File: src/rtl/vc_router_pkg.sv
// Shared sizing and types for the per-port VC state / credit tracker.
package vc_router_pkg;
  localparam int NUM_PORTS = 5;
  localparam int NUM_VCS   = 4;
  localparam int BUF_DEPTH = 4;
  localparam int VC_W      = $clog2(NUM_VCS);
  localparam int CNT_W     = $clog2(BUF_DEPTH + 1);

  typedef logic [VC_W-1:0]  vc_id_t;
  typedef logic [CNT_W-1:0] credit_cnt_t;
endpackage

File: src/rtl/vc_credit_port.sv
// One output port: VC busy/free bitmap, per-VC credit counters and highest-index free-VC picker.
// CREDIT_BYPASS_EN: returned credits / released VCs are visible combinationally in the same cycle.
module vc_credit_port
  import vc_router_pkg::*;
#(
  parameter int NUM_VCS   = vc_router_pkg::NUM_VCS,
  parameter int BUF_DEPTH = vc_router_pkg::BUF_DEPTH,
  localparam int VC_W     = $clog2(NUM_VCS),
  localparam int CNT_W    = $clog2(BUF_DEPTH + 1)
) (
  input  logic                            clk,
  input  logic                            reset,
  input  logic                            i_alloc_req,
  output logic                            o_alloc_gnt,
  output logic [VC_W-1:0]                 o_alloc_vc,
  input  logic                            i_flit_sent,
  input  logic [VC_W-1:0]                 i_flit_vc,
  input  logic                            i_credit_ret,
  input  logic [VC_W-1:0]                 i_credit_vc,
  input  logic                            i_vc_release,
  output logic [NUM_VCS-1:0]              o_vc_free,
  output logic [NUM_VCS-1:0]              o_credit_avail,
  output logic [NUM_VCS-1:0][CNT_W-1:0]   o_credit_count,
  output logic                            o_underflow,
  output logic                            o_overflow
);
  logic [NUM_VCS-1:0]            r_free;
  logic [NUM_VCS-1:0][CNT_W-1:0] r_cnt;

  logic [NUM_VCS-1:0] w_dec, w_inc, w_rel, w_zero, w_full;
  logic [NUM_VCS-1:0] w_elig, w_avail_byp, w_take;
  logic [VC_W-1:0]    w_pick_vc;
  logic               w_any;

  always_comb begin
    w_dec = '0;
    w_inc = '0;
    w_rel = '0;
    w_zero = '0;
    w_full = '0;
    for (int v = 0; v < NUM_VCS; v++) begin
      w_dec[v]  = i_flit_sent  && (i_flit_vc   == VC_W'(v));
      w_inc[v]  = i_credit_ret && (i_credit_vc == VC_W'(v));
      w_rel[v]  = w_inc[v] && i_vc_release;
      w_zero[v] = (r_cnt[v] == '0);
      w_full[v] = (r_cnt[v] == CNT_W'(BUF_DEPTH));
    end
`ifdef CREDIT_BYPASS_EN
    w_elig      = r_free | w_rel;
    w_avail_byp = w_inc;
`else
    w_elig      = r_free;
    w_avail_byp = '0;
`endif
  end

  // ascending scan: the last hit wins, giving the highest free index
  always_comb begin
    w_pick_vc = '0;
    for (int v = 0; v < NUM_VCS; v++)
      if (w_elig[v]) w_pick_vc = VC_W'(v);
  end

  assign w_any       = |w_elig;
  assign o_alloc_gnt = i_alloc_req && w_any && !reset;
  assign o_alloc_vc  = reset ? '0 : w_pick_vc;

  always_comb begin
    w_take = '0;
    if (o_alloc_gnt) w_take[w_pick_vc] = 1'b1;
  end

  // a matched dec+inc cancels, so neither error fires in that case
  assign o_underflow = |(w_dec & ~w_inc & w_zero);
  assign o_overflow  = |(w_inc & ~w_dec & w_full);

  always_ff @(posedge clk) begin
    if (reset) begin
      r_free <= '1;
      for (int v = 0; v < NUM_VCS; v++) r_cnt[v] <= CNT_W'(BUF_DEPTH);
    end else begin
      r_free <= (r_free | w_rel) & ~w_take;
      for (int v = 0; v < NUM_VCS; v++) begin
        if (w_dec[v] && !w_inc[v] && !w_zero[v])
          r_cnt[v] <= r_cnt[v] - CNT_W'(1);
        else if (w_inc[v] && !w_dec[v] && !w_full[v])
          r_cnt[v] <= r_cnt[v] + CNT_W'(1);
      end
    end
  end

  assign o_vc_free      = r_free;
  assign o_credit_count = r_cnt;
  assign o_credit_avail = ~w_zero | w_avail_byp;
endmodule

File: src/rtl/vc_credit_tracker.sv
// Registered per-output-port VC state and credit tracker; one vc_credit_port per output port.
// Optional same-cycle credit/release bypass lives in vc_credit_port under CREDIT_BYPASS_EN.
module vc_credit_tracker
  import vc_router_pkg::*;
#(
  parameter int NUM_PORTS = vc_router_pkg::NUM_PORTS,
  parameter int NUM_VCS   = vc_router_pkg::NUM_VCS,
  parameter int BUF_DEPTH = vc_router_pkg::BUF_DEPTH,
  localparam int VC_W     = $clog2(NUM_VCS),
  localparam int CNT_W    = $clog2(BUF_DEPTH + 1)
) (
  input  logic                                clk,
  input  logic                                reset,
  input  logic [NUM_PORTS-1:0]                alloc_req,
  output logic [NUM_PORTS-1:0]                alloc_gnt,
  output logic [NUM_PORTS*VC_W-1:0]           alloc_vc,
  input  logic [NUM_PORTS-1:0]                flit_sent,
  input  logic [NUM_PORTS*VC_W-1:0]           flit_vc,
  input  logic [NUM_PORTS-1:0]                credit_ret,
  input  logic [NUM_PORTS*VC_W-1:0]           credit_vc,
  input  logic [NUM_PORTS-1:0]                vc_release,
  output logic [NUM_PORTS*NUM_VCS-1:0]        vc_free,
  output logic [NUM_PORTS*NUM_VCS-1:0]        credit_avail,
  output logic [NUM_PORTS*NUM_VCS*CNT_W-1:0]  credit_count,
  output logic                                err_underflow,
  output logic                                err_overflow
);
  logic [NUM_PORTS-1:0] w_uf, w_of;
  logic                 r_err_uf, r_err_of;

  for (genvar p = 0; p < NUM_PORTS; p++) begin : g_port
    vc_credit_port #(.NUM_VCS(NUM_VCS), .BUF_DEPTH(BUF_DEPTH)) u_port (
      .clk            (clk),
      .reset          (reset),
      .i_alloc_req    (alloc_req[p]),
      .o_alloc_gnt    (alloc_gnt[p]),
      .o_alloc_vc     (alloc_vc[p*VC_W +: VC_W]),
      .i_flit_sent    (flit_sent[p]),
      .i_flit_vc      (flit_vc[p*VC_W +: VC_W]),
      .i_credit_ret   (credit_ret[p]),
      .i_credit_vc    (credit_vc[p*VC_W +: VC_W]),
      .i_vc_release   (vc_release[p]),
      .o_vc_free      (vc_free[p*NUM_VCS +: NUM_VCS]),
      .o_credit_avail (credit_avail[p*NUM_VCS +: NUM_VCS]),
      .o_credit_count (credit_count[p*NUM_VCS*CNT_W +: NUM_VCS*CNT_W]),
      .o_underflow    (w_uf[p]),
      .o_overflow     (w_of[p])
    );
  end

  always_ff @(posedge clk) begin
    if (reset) begin
      r_err_uf <= 1'b0;
      r_err_of <= 1'b0;
    end else begin
      r_err_uf <= r_err_uf | (|w_uf);
      r_err_of <= r_err_of | (|w_of);
    end
  end

  assign err_underflow = r_err_uf;
  assign err_overflow  = r_err_of;
endmodule

File: config.mk
export PLATFORM = sky130hd
export DESIGN_NAME = vc_credit_tracker
export DESIGN_NICKNAME = d
export VERILOG_FILES = /design/src/rtl/vc_router_pkg.sv /design/src/rtl/vc_credit_port.sv /design/src/rtl/vc_credit_tracker.sv
export SDC_FILE = /design/constraint.sdc
export NUM_CORES = 1
export LEC_CHECK = 0
export ABC_CLOCK_PERIOD_IN_PS = 5950
export CAP_MARGIN = 40
export CORE_AREA = 2 2 105 117
export DETAILED_ROUTE_END_ITERATION = 16
export DIE_AREA = 0 0 107 119
export PLACE_DENSITY_LB_ADDON = 0.12
export SYNTH_ARGS = -nofsm -noshare
export SYNTH_HDL_FRONTEND = slang
export SYNTH_SLANG_ARGS = --single-unit
File: constraint.sdc
create_clock -name clk -period 5.95 [get_ports clk]
set_clock_uncertainty 0.2 [all_clocks]
set_input_delay 1.785 -clock clk [delete_from_list [all_inputs] [get_ports clk]]
set_output_delay 1.785 -clock clk [all_outputs]
set_load 0.05 [all_outputs]
==> impl_metrics.env <==
export IMPL_placed_area_um2=7740
export IMPL_ys_ff_latch=82
export IMPL_grt_ovfl_total=0
export IMPL_synthesis_area_um2=6080
export IMPL_hold_buffers=0
export IMPL_cts_root_buffer="clkbuf_16"
export IMPL_core_area_um2=11700
export IMPL_post_cts_buffers=0
export IMPL_syn_mean_instance_area_um2=8.06
export IMPL_pin_count=159
export IMPL_synth_edf_count=0
export IMPL_async_flop_share_pct=0
export IMPL_ys_flop_type="dfxtp_1"
export IMPL_p_leak_uw=0.00287
export IMPL_dp_hpwl_um=13600
export IMPL_clk_path_buf_depth=2
export IMPL_cts_sinks=82
export IMPL_nNetsFinal=959
export IMPL_period_needed_ns=5.38
export IMPL_portBuffers=158
export IMPL_cp_num_cells=3
export IMPL_synth_area_leaders="dfxtp_1 (27%), fa_1 (6.6%), xnor2_1 (5.2%)"
export IMPL_cp_start_kind="input port"
export IMPL_drv_slew=0
export IMPL_drive_gt1_share_pct=8.87
export IMPL_critPathMostFrequentCell="clkdlybuf4s50_1"
export IMPL_clk_latency_ns=0.34
export IMPL_worst_path_buf_inv=2
export IMPL_path_cells="clkdlybuf4s50_1 > nor3b_1 > clkdlybuf4s50_1"
export IMPL_cp_end_kind="primary output"
export IMPL_netlist_area_leader_share_pct=27.0
export IMPL_slew_headroom_pct=54.7
export IMPL_synthTopCellsByCount="dfxtp_1 (82), inv_1 (68), nand2_1 (64)"
export IMPL_rows=42
export IMPL_max_freq_ghz=0.186
export IMPL_routed_wl_um=17500
export IMPL_syn_inst=754
export IMPL_endpoint="alloc_gnt[0]"
export IMPL_cts_resized_gates=0
export IMPL_design_die_area_um2=12700
export IMPL_worst_pin_slew_ns=0.679
export IMPL_final_area_um2=8060
export IMPL_viasPerCell=5.90
export IMPL_arrival_ns=3.39
export IMPL_status="completed"
export IMPL_die_w_um=107
export IMPL_peakVddDrop_mv=0.184
export IMPL_antenna_found_initial=0
export IMPL_start_util_pct=51.9
export IMPL_r2r_end="g_port[0].u_port.o_credit_count[8]$_SDFFE_PP1P_"
export IMPL_hold_violations=0
export IMPL_cts_clk_slew_worst_paths_ns=0.07
export IMPL_critical_path_peak_fanout=4
export IMPL_fin_tns_setup_ns=0
export IMPL_required_ns=3.96
export IMPL_reg2reg_slack_ns=3.65
export IMPL_cts_tree="done"
export IMPL_drc=0
export IMPL_numCtsBuffers=9
export IMPL_path_class="input port to primary output"
export IMPL_synth_largest_area_cell="dfxtp_1"
export IMPL_ys_warn_count=0
export IMPL_place_gp_congestion=0.922
export IMPL_vias=6229
export IMPL_fillers=949
export IMPL_setup_worst_path_start="alloc_req[0]"
export IMPL_drt_iter0_drc=400
export IMPL_slowest_stage="clkdlybuf4s50_1"
export IMPL_ant_nets=0
export IMPL_synth_cell_types=66
export IMPL_slowest_delay_ns=0.84
export IMPL_syn_to_final_growth_pct=32.6
export IMPL_power_density_nw_per_um2=225
export IMPL_die_height_um=119
export IMPL_reg2reg_from="g_port[0].u_port.o_credit_count[6]$_SDFFE_PP0P_"
export IMPL_grt_start_max_net_pins=36
export IMPL_grt_pass1_wl_um=28500
export IMPL_synth_most_common_cell="dfxtp_1"
export IMPL_cap_violations=0
export IMPL_grt_pass1_vias=5983
export IMPL_syn_nets=816
export IMPL_rsz0062_at_grt="no"
export IMPL_cts_htree_levels=3
export IMPL_seq_area_frac_synth_pct=27.0
export IMPL_path_delay_family="buffers and inverters"
export IMPL_antenna_cells=0
export IMPL_drtPass1Iterations=5
export IMPL_post_route_period_util_pct=90.4
export IMPL_track_usage_pct=27.5
export IMPL_hold_path_class="flip-flop to flip-flop"
export IMPL_finalSetupViolCount=0
export IMPL_rr_worst_depth=7
export IMPL_avgRoutedWirePerCell_um=16.6
[power by group]
part           total, uW  internal, uW  leakage, uW  switching (uW)
sequential           630           583     0.000671            47.6
clock                611           378     0.000156             233
combinational        568           207      0.00204             361
total               1810          1170      0.00287             641
[layout by cell type (no fill, tap or decap), drive strengths merged, types with 6 or more instances in the layout]
cell	n
nor2	48
nor4	19
nand2	69
fa	20
nand3	33
xnor2	36
a21oi	40
or3b	6
o22ai	16
or3	12
a2111oi	12
a221oi	20
clkdlybuf4s50	157
dfxtp	82
nor3	12
o21bai	7
o211ai	39
or2	19
a21o	14
a31oi	20
nand3b	12
o21ai	42
nor3b	13
inv	68
clkbuf	11
nand2b	14
and3b	12
[sequential cells by signal, summed over array words and instances (netlist names)]
name                          flops
g_port.u_port.o_credit_count     60
g_port.u_port.o_vc_free          20
err_overflow                      1
err_underflow                     1
[per-layer routing]
layer  global-route usage (%)  up-vias  part of all wire (%)  wire [um]
met1                     33.8     2948                    42       7350
met3                     5.80       35                   6.0       1040
met4                     8.20        0                   2.2        388
met5                        0        -                     0          0
met2                     48.0      200                    50       8750
li1                         -     3046                     -          -
[through the flow]
stage	utilization [%]	worst slack, ns	power (uW)	hold slack (ns)	cells
CTS	68.8	0.567	1820	0.310	1056
finish	68.8	0.571	1810	0.310	1056
detailed placement	66.0	0.571	1210	0.298	1040
floorplan	-	0.974	1020	0.512	754
global placement	66.0	0.576	1190	0.282	1040
global route	68.8	0.512	1890	0.345	1056
[worst min-delay path by stage]
stage	startpoint	end	slack, ns	depth (start not counted)
finish	g_port[3].u_port.o_vc_free[0]$_SDFF_PP1_	g_port[3].u_port.o_vc_free[0]$_SDFF_PP1_	0.31	2
global route	g_port[1].u_port.o_vc_free[0]$_SDFF_PP1_	g_port[1].u_port.o_vc_free[0]$_SDFF_PP1_	0.34	2
CTS	g_port[3].u_port.o_vc_free[0]$_SDFF_PP1_	g_port[3].u_port.o_vc_free[0]$_SDFF_PP1_	0.31	2
detailed placement	g_port[3].u_port.o_vc_free[0]$_SDFF_PP1_	g_port[3].u_port.o_vc_free[0]$_SDFF_PP1_	0.30	2
global placement	g_port[3].u_port.o_vc_free[0]$_SDFF_PP1_	g_port[3].u_port.o_vc_free[0]$_SDFF_PP1_	0.28	2
floorplan	g_port[0].u_port.o_vc_free[0]$_SDFF_PP1_	g_port[0].u_port.o_vc_free[0]$_SDFF_PP1_	0.51	2
[worst min-delay path: cells and delay by family (launching register included)]
| kind | cells | cell delay, ns |
|---|---|---|
| compound gates | 1 | 0.08 |
| flops | 1 | 0.34 |
| simple gates | 1 | 0.05 |
[area by class of cell]
type                       count  area [um^2]  area share, %
inverter                      70          263           3.26
clock buffer                  11          243           3.01
sequential                    82         1640           20.4
multi-input combinational    572         4030           50.1
timing repair buffer         162         1610           19.9
tap                          154          193           2.39
clock inverter                 5         77.6          0.963
[cells by family after synthesis]
group	after synthesis	synth area share (%)
AO/OA/AOI/OAI	234	27.1
XOR/XNOR	40	5.76
adder cells (fa/ha/maj)	20	6.59
buffers and inverters	100	6.63
flip-flops	82	27.0
AND/OR/NAND/NOR	278	26.9
Power figures use the tool's default switching activity.
